`config.mk`:
```
export PLATFORM = sky130hd
export DESIGN_NAME = eth_txarb_n
export DESIGN_NICKNAME = d
export VERILOG_FILES = /design/src/rtl/eth_txarb_pkg.sv /design/src/rtl/eth_txarb_rr_pick.sv /design/src/rtl/eth_txarb_n.sv
export SDC_FILE = /design/constraint.sdc
export NUM_CORES = 1
export LEC_CHECK = 0
export CAP_MARGIN = 15
export CORE_AREA = 2 2 168 170
export DETAILED_ROUTE_END_ITERATION = 10
export DIE_AREA = 0 0 170 172
export GPL_TIMING_DRIVEN = 0
export PLACE_DENSITY_LB_ADDON = 0.3
export SETUP_SLACK_MARGIN = 0.4
export SYNTH_ARGS = -nofsm -noshare
export SYNTH_HDL_FRONTEND = slang
export SYNTH_HIERARCHICAL = 1
export SYNTH_SLANG_ARGS = --single-unit
```
`constraint.sdc`:
```
create_clock -name clk -period 5.46 [get_ports clk]
set_input_delay 1.092 -clock clk [delete_from_list [all_inputs] [get_ports clk]]
set_output_delay 1.092 -clock clk [all_outputs]
set_load 0.05 [all_outputs]
```
`src/rtl/eth_txarb_pkg.sv`:
```
// Shared types for the N-channel Ethernet transmit arbiter: entry layout, FSM states.
package eth_txarb_pkg;

  localparam int ENTRY_W  = 74;
  localparam int LAST_BIT = 72;

  typedef struct packed {
    logic        user;
    logic        last;
    logic [7:0]  keep;
    logic [63:0] data;
  } entry_t;

  typedef enum logic [1:0] {IDLE, XFER, DRAIN} state_t;

endpackage

```
`src/rtl/eth_txarb_rr_pick.sv`:
```
// Combinational grant picker: round-robin from ptr+1, or lowest index when prio is set.
// Zero latency; no backpressure, vld is low when nothing requests.
module rr_pick #(
  parameter int NCH = 4,
  parameter int IW  = $clog2(NCH)
) (
  input  logic [NCH-1:0] req,
  input  logic [IW-1:0]  ptr,
  input  logic           prio,
  output logic [IW-1:0]  idx,
  output logic           vld
);

  // Scan from the far end back toward the preferred start so the last hit wins.
  always_comb begin
    idx = '0;
    vld = 1'b0;
    if (prio) begin
      for (int i = NCH - 1; i >= 0; i--) begin
        if (req[i]) begin
          idx = IW'(i);
          vld = 1'b1;
        end
      end
    end else begin
      for (int i = NCH; i >= 1; i--) begin
        if (req[(int'(ptr) + i) % NCH]) begin
          idx = IW'((int'(ptr) + i) % NCH);
          vld = 1'b1;
        end
      end
    end
  end

endmodule

```
`src/rtl/eth_txarb_n.sv`:
```
// Frame-granular N-channel transmit arbiter with length guard; pop at t, write at t+1.
// full blocks the pop in XFER; DRAIN discards the runaway tail regardless of full.
module eth_txarb_n
  import eth_txarb_pkg::*;
#(
  parameter int NCH       = 4,
  parameter int DW        = ENTRY_W,
  parameter int PRIO_MODE = 0,
  parameter int MAX_BEATS = 256
) (
  input  logic              clk,
  input  logic              rst,
  input  logic [NCH-1:0]    chan_en,
  output logic [NCH-1:0]    fifo_rd_en,
  input  logic [NCH*DW-1:0] fifo_dout,
  input  logic [NCH-1:0]    fifo_empty,
  output logic              wr_en,
  output logic [DW-1:0]     din,
  input  logic              full,
  output logic              trunc_pulse,
  output logic [31:0]       frame_cnt,
  output logic [15:0]       trunc_cnt
);

  localparam int IW = $clog2(NCH);
  localparam int BW = $clog2(MAX_BEATS);

  state_t        state, state_nx;
  logic [IW-1:0] sel, rr_ptr, gnt_idx;
  logic          gnt_vld;
  logic [NCH-1:0] req;
  logic [BW-1:0] beat_cnt;
  logic [DW-1:0] head, head_out;
  logic          pop, head_last, at_limit, wr_nx, trunc_nx, done_nx;

  assign req       = ~fifo_empty & chan_en;
  assign head      = fifo_dout[int'(sel) * DW +: DW];
  assign head_last = head[LAST_BIT];
  assign at_limit  = (beat_cnt == BW'(MAX_BEATS - 1));

  rr_pick #(.NCH(NCH), .IW(IW)) u_pick (
    .req  (req),
    .ptr  (rr_ptr),
    .prio (PRIO_MODE != 0),
    .idx  (gnt_idx),
    .vld  (gnt_vld)
  );

  always_ff @(posedge clk) begin
    if (rst) state <= IDLE;
    else     state <= state_nx;
  end

  always_comb begin
    state_nx = state;
    pop      = 1'b0;
    wr_nx    = 1'b0;
    trunc_nx = 1'b0;
    done_nx  = 1'b0;
    head_out = head;
    unique case (state)
      IDLE: if (gnt_vld) state_nx = XFER;
      XFER: begin
        pop   = ~fifo_empty[sel] & ~full;
        wr_nx = pop;
        if (pop && head_last) begin
          state_nx = IDLE;
          done_nx  = 1'b1;
        end else if (pop && at_limit) begin
          state_nx           = DRAIN;
          done_nx            = 1'b1;
          trunc_nx           = 1'b1;
          head_out[LAST_BIT] = 1'b1;
        end
      end
      DRAIN: begin
        pop = ~fifo_empty[sel];
        if (pop && head_last) state_nx = IDLE;
      end
      default: state_nx = IDLE;
    endcase
    // A reset cycle must not consume a source entry.
    if (rst) pop = 1'b0;
    fifo_rd_en      = '0;
    fifo_rd_en[sel] = pop;
  end

  always_ff @(posedge clk) begin
    if (rst) begin
      sel         <= '0;
      rr_ptr      <= IW'(NCH - 1);
      beat_cnt    <= '0;
      wr_en       <= 1'b0;
      din         <= '0;
      trunc_pulse <= 1'b0;
      frame_cnt   <= '0;
      trunc_cnt   <= '0;
    end else begin
      wr_en       <= wr_nx;
      trunc_pulse <= trunc_nx;
      if (wr_nx) din <= head_out;
      if (state == IDLE && gnt_vld) begin
        sel      <= gnt_idx;
        beat_cnt <= '0;
        if (PRIO_MODE == 0) rr_ptr <= gnt_idx;
      end
      if (state == XFER && pop) beat_cnt <= beat_cnt + 1'b1;
      if (done_nx) frame_cnt <= frame_cnt + 1'b1;
      if (trunc_nx && trunc_cnt != 16'hFFFF) trunc_cnt <= trunc_cnt + 1'b1;
    end
  end

endmodule

```
==> reports/results.ini, run 1 <==
[status]
run_status = completed

[cts]
cts.repair_timing.setup_buffer_count = 0
clk_pin_slew_ps = 50
cts.hold.buffers_added = 0
clkLatencyLatePin_ps = 420
tritoncts_sink_count = 138
ctsResizeCount = 0
cts_max_path_buffers = 2
cts_tree = yes
htree_levels = 4
numCtsBuffers = 17
clock_root_buffer = sky130_fd_sc_hd__clkbuf_16

[power]
cellPowerDensity_nw_per_um2 = 250.6
power_frac_comb = 0.306
intPower_w = 0.002229
switching_share = 0.3088
irDropWorstVdd_mv = 0.1547
switchingPower_w = 0.0009958
share_seq_of_total_power = 0.338
p_clk_frac = 0.356
leakage_nw = 4.174

[critical_path]
crit_family = buffers and inverters
crit_type = input pin to output pin
count_of_buffering_cells_on_the_critical_path_with_inverters_included = 2
start_kind = input pin
critical_path.max_stage_delay_ps = 850
worst_ep_required_time_ps = 4370
worstSetupEndpointType = output pin
worstPathCellList = clkdlybuf4s50_1 -> mux4_2 -> a211oi_1 -> nor3b_1 -> clkdlybuf4s50_1
timing.critical_path.fanout_max = 7
timing.critical_path.slowest_stage_cell = sky130_fd_sc_hd__clkdlybuf4s50_1
cp_data_arrival_time_ps = 3760
most_frequent_cp_cell = sky130_fd_sc_hd__clkdlybuf4s50_1

[final_layout]
multi_input_comb_area_um2 = 4444
register_area_um2 = 2763
drive_gt1_frac = 0.09155
layout.nets = 1579
postLayoutCoreUtil = 0.4684
count_of_placed_standard_cells_in_the_final_layout_fillers_left_out = 1632
flow.area_growth_from_synthesis_pct = 71.90
n_fill_cell = 2627

[synthesis]
muxShareOfSynthArea = 0.2328
cells_taking_the_most_area_after_synthesis = sky130_fd_sc_hd__dfxtp_1 37%, sky130_fd_sc_hd__mux4_2 23%, sky130_fd_sc_hd__nand2_1 8.8%
post_synth_most_frequent_cells = 175 x sky130_fd_sc_hd__nand2_1, 138 x sky130_fd_sc_hd__dfxtp_1, 120 x sky130_fd_sc_hd__a21oi_1, 75 x sky130_fd_sc_hd__mux4_2, 47 x sky130_fd_sc_hd__clkbuf_1
yosys.area.top_type = sky130_fd_sc_hd__dfxtp_1
syn_inst = 809
synth_cell_type_count = 50
synthMostInstantiatedCell = sky130_fd_sc_hd__nand2_1
synth-seq-cells = 138
mappedNetlistArea_um2 = 7486
postSynth.asyncResetShare = 0
synthXorXnorAreaFrac = 0.01287
synth_seq_area_share = 0.3690
complex_gate_fraction_of_the_synthesized_area = 0.1300
count_of_flip_flops_with_a_built_in_enable_after_synthesis = 0
netlist.area_leader.share = 0.3690
ys.warnings.count = 6
post_synth_fa_ha_maj_area_fraction = 0.01003
syn_area_per_cell_um2 = 9.253
synth_ff_type = sky130_fd_sc_hd__dfxtp_1
synth_top_family_by_area = multiplexers
post_synth_and_or_nand_nor_area_fraction = 0.2054

[timing]
min_period_ps = 4857
rel_slew_slack = 0.4322
fmax_mhz = 205.9
final_skew_ps = 14.54
final.setup.tns_ps = 0
final_hold_viol_count = 0
fin_hold_ws_ps = 450.9
worst_slew_pin_slew_ps = 851.7
final-max-slew-violation-count = 0
setup_repair_after_global_routing_missed_its_margin = no
period_share = 0.8895
setup_viol = 0

[place]
port-buffer-count = 434
numPlacedInstances = 1593
globalplace.congestion = 0.8891
place_hpwl_um = 28390

[detailed_routing]
route.antenna.remaining_nets = 0
via_count = 8359
totalWireLength_um = 35060
dr.first_iter.drc_count = 667
firstDrtPassIters = 7
post_drt_via_cell_ratio = 5.122
drc = 0
detailed_route_wire_length_per_cell_um = 21.48

[worst_hold_path]
worst_hold_path_type = register to register

[die]
floorplan.io_pins = 435
initial_core_utilization = 0.2724
core_um2 = 27480
die_footprint_um2 = 29240
die_h_um = 172
fp.dieW_um = 170
rows = 61

[job]
drv.max_cap_violation_count = 0

[global_routing]
grt_start_max_net_pins = 17
first_global_vias = 7925
groute.usage.overall = 0.2300
grt_pass1_wl_um = 49050
globalRoute.totalOverflow = 0
antenna_violations_before_repair = 14

[tightest hold or removal path, stage by stage, from the launching register on]
cell,delay (ps)
sky130_fd_sc_hd__dfxtp_1,300
sky130_fd_sc_hd__nand2_1,50
sky130_fd_sc_hd__a21oi_1,50
[cell usage in the layout, fill, tap and decap left out, types with 7 or more instances in the layout]
master                            synthesis  final
sky130_fd_sc_hd__or3_1                   19     19
sky130_fd_sc_hd__mux4_2                  75     75
sky130_fd_sc_hd__o31ai_1                 17     17
sky130_fd_sc_hd__diode_2                  0      8
sky130_fd_sc_hd__nor2b_1                  9      9
sky130_fd_sc_hd__nor2_1                  28     28
sky130_fd_sc_hd__clkdlybuf4s50_1          0    434
sky130_fd_sc_hd__nand4_1                  9      9
sky130_fd_sc_hd__dfxtp_1                138    138
sky130_fd_sc_hd__or4_1                   17     17
sky130_fd_sc_hd__clkbuf_1                47     49
sky130_fd_sc_hd__nand2_1                175    175
sky130_fd_sc_hd__inv_1                   16     16
sky130_fd_sc_hd__buf_1                    7      7
sky130_fd_sc_hd__and3_1                   7      7
sky130_fd_sc_hd__clkbuf_16                0     17
sky130_fd_sc_hd__nand3_1                 20     20
sky130_fd_sc_hd__a21oi_1                120    120
sky130_fd_sc_hd__o21ai_0                 20     20
[registers in the layout (all words and copies together), names as in the netlist]
name,cells
frame_cnt,32
beat_cnt,8
rr_ptr,2
din,74
sel,2
trunc_cnt,16
state,2
trunc_pulse,1
wr_en,1
[cell type report]
class,count,share of cell area
well taps,346,0.03364
multi-input cells,600,0.3454
diodes,8,0.001556
plain buffers,59,0.01818
clock buffers,20,0.03471
flip-flops and latches,138,0.2147
repair buffers,434,0.3376
inverters,16,0.004667
clock inverters,11,0.009626
[layer usage]
layer / wire length, um / share of wire / global-route usage
met1: 14180 / 0.40 / 0.2917
met4: 683 / 0.019 / 0.05871
met3: 3418 / 0.098 / 0.08240
met2: 16720 / 0.48 / 0.3730
met5: 53 / 0.0015 / 0
[worst paths after layout]
| path | from | to | slack (ps) | depth (start not counted) |
|---|---|---|---|---|
| worst max-delay path | fifo_empty[3] | fifo_rd_en[0] | 600 | 5 |
| worst min-delay path | din[6] | din[6] | 450 | 2 |
| worst max register to register | sel[1] | din[14] | 2320 | 7 |
| worst min register to register | din[6] | din[6] | 450 | 2 |
[through the flow]
stage          worst slack (ps)  instance area (um^2)  total power, W
2_1_floorplan              1267                  7501        0.001656
3_3_place_gp              622.8                 12280        0.002098
3_5_place_dp              578.1                 12280        0.002100
4_1_cts                   567.7                 12850        0.003253
5_1_grt                   470.9                 12860        0.003363
6_report                  603.2                 12870        0.003225
[power by group through the flow]
| stage | logic, W | registers (W) | clock network (W) |
|---|---|---|---|
| floorplan | 0.000399 | 0.00126 | 0 |
| global placement | 0.000987 | 0.00111 | 0 |
| detailed placement | 0.000989 | 0.00111 | 0 |
| CTS | 0.000993 | 0.00109 | 0.00117 |
| global route | 0.00105 | 0.00110 | 0.00122 |
| finish | 0.000985 | 0.00109 | 0.00115 |
[cells by family after synthesis]
family / after synthesis
AO/OA/AOI/OAI: 175
other: 1
XOR/XNOR: 11
AND/OR/NAND/NOR: 323
flip-flops: 138
adder cells (fa/ha/maj): 6
buffers and inverters: 75
multiplexers: 80
Power figures use the tool's default switching activity.
==> inputs of run 2 (changes only) <==
Settings changed: CORE_AREA 2 2 168 170 to 3 3 169 171, DIE_AREA 0 0 170 172 to 0 0 172 174.
==> reports/results.ini, run 2 (synthesis results as in run 1) <==
[die]
fp.dieW_um = 172
floorplan.io_pins = 435
die_footprint_um2 = 29930
rows = 60
core_um2 = 27030
initial_core_utilization = 0.2770
die_h_um = 174

[global_routing]
grt-busiest-layer = met2
first_global_vias = 8204
grt_start_max_net_pins = 17
grt_use_met1 = 0.2962
globalRoute.totalOverflow = 0
grt.met2_usage = 0.4014
antenna_violations_before_repair = 20
gr-usage-met3 = 0.08961
groute.usage.overall = 0.2439
grt_pass1_wl_um = 53400

[critical_path]
worstSetupEndpointType = output pin
timing.critical_path.fanout_max = 7
worst_ep_required_time_ps = 4370
crit_type = input pin to output pin
worstRegToRegCells = 7
start_kind = input pin
cp_data_arrival_time_ps = 3760
r2r_setup_slack_ps = 2310

[cts]
clock_root_buffer = sky130_fd_sc_hd__clkbuf_16
ctsResizeCount = 0
htree_levels = 4
cts_max_path_buffers = 2
cts.hold.buffers_added = 0
numCtsBuffers = 17
cts.repair_timing.setup_buffer_count = 0
clkLatencyLatePin_ps = 430
clk_pin_slew_ps = 50
tritoncts_sink_count = 138
cts_tree = yes

[worst_hold_path]
timing.hold.worst_path_depth = 2
worst_hold_path_type = register to register

[power]
leakage_nw = 4.199
irDropWorstVdd_mv = 0.2018
cellPowerDensity_nw_per_um2 = 255.9

[timing]
final_skew_ps = 17.05
worst_slew_pin_slew_ps = 1021
setup_viol = 0
period_share = 0.8886
setup_repair_after_global_routing_missed_its_margin = no
final.setup.tns_ps = 0
fmax_mhz = 206.1
rel_slew_slack = 0.3195
min_period_ps = 4852
final-max-slew-violation-count = 0
final_hold_viol_count = 0
post_layout_worst_setup_margin_ps = 608.0

[final_layout]
layout_commonest_cell = sky130_fd_sc_hd__clkdlybuf4s50_1
layout.nets = 1579
register_area_um2 = 2763
finish.instance_area_um2 = 12920
reg_top3 = din x74, frame_cnt x32, trunc_cnt x16
final_cell_mix = 434 x sky130_fd_sc_hd__clkdlybuf4s50_1, 175 x sky130_fd_sc_hd__nand2_1, 138 x sky130_fd_sc_hd__dfxtp_1
registers.top_by_ff_count = din
n_fill_cell = 2587
number_of_flip_flops_in_the_largest_register = 74
flow.area_growth_from_synthesis_pct = 72.62
drive_gt1_frac = 0.09162
multi_input_comb_area_um2 = 4444

[detailed_routing]
via_count = 8343
dr.first_iter.drc_count = 655
firstDrtPassIters = 5
totalWireLength_um = 37700
post_drt_via_cell_ratio = 5.103
route.antenna.remaining_nets = 0
drc = 0
detailed_route_wire_length_per_cell_um = 23.06

[place]
placed_area_um2 = 12270
place_hpwl_um = 30950
globalplace.congestion = 1.016
port-buffer-count = 434
pre_cts_ws_ps = 579.2

[job]
drv.max_cap_violation_count = 0

[status]
run_status = completed

==> run 2: final cells by class <==
| class | instances | area share |
|---|---|---|
| Sequential cell | 138 | 0.2138 |
| Inverter | 16 | 0.004648 |
| Clock inverter | 9 | 0.01065 |
| Antenna cell | 17 | 0.003292 |
| Clock buffer | 21 | 0.03641 |
| Buffer | 59 | 0.01811 |
| Tap cell | 341 | 0.03302 |
| Timing Repair Buffer | 434 | 0.3362 |
| Multi-Input combinational cell | 600 | 0.3439 |
==> run 2: final timing paths <==
path / to / from
worst max register to register: din[63] / sel[1]
worst max-delay path: fifo_rd_en[0] / fifo_empty[3]
worst min register to register: din[6] / din[6]
worst min-delay path: din[6] / din[6]
==> run 2: report_power, final <==
group          internal (W)  switching (W)
combinational      0.000487       0.000507
clock              0.000754       0.000469
sequential          0.00106      0.0000301
total               0.00230        0.00101
==> run 2: worst max-delay path, stage by stage <==
cell and delay [ps]:
sky130_fd_sc_hd__clkdlybuf4s50_1 420, sky130_fd_sc_hd__mux4_2 570, sky130_fd_sc_hd__a211oi_1 570, sky130_fd_sc_hd__nor3b_1 260, sky130_fd_sc_hd__clkdlybuf4s50_1 840
==> run 2: routing by layer <==
layer,vias up,share of wire
li1,3911,-
met1,4063,0.39
met2,320,0.50
met3,43,0.093
met4,6,0.019
met5,-,0.0012
==> run 2: through the flow <==
stage | util | hold WS [ps] | std cells | total power [W]
final | 0.4781 | 453.3 | 1635 | 0.003307
after global routing | 0.4776 | 468.6 | 1629 | 0.003439
after CTS | 0.4766 | 453.1 | 1618 | 0.003331
after detailed placement | 0.4541 | 445.5 | 1588 | 0.002107
after global placement | 0.4541 | 441.5 | 1588 | 0.002103
after floorplan | - | 452.1 | 813 | 0.001656
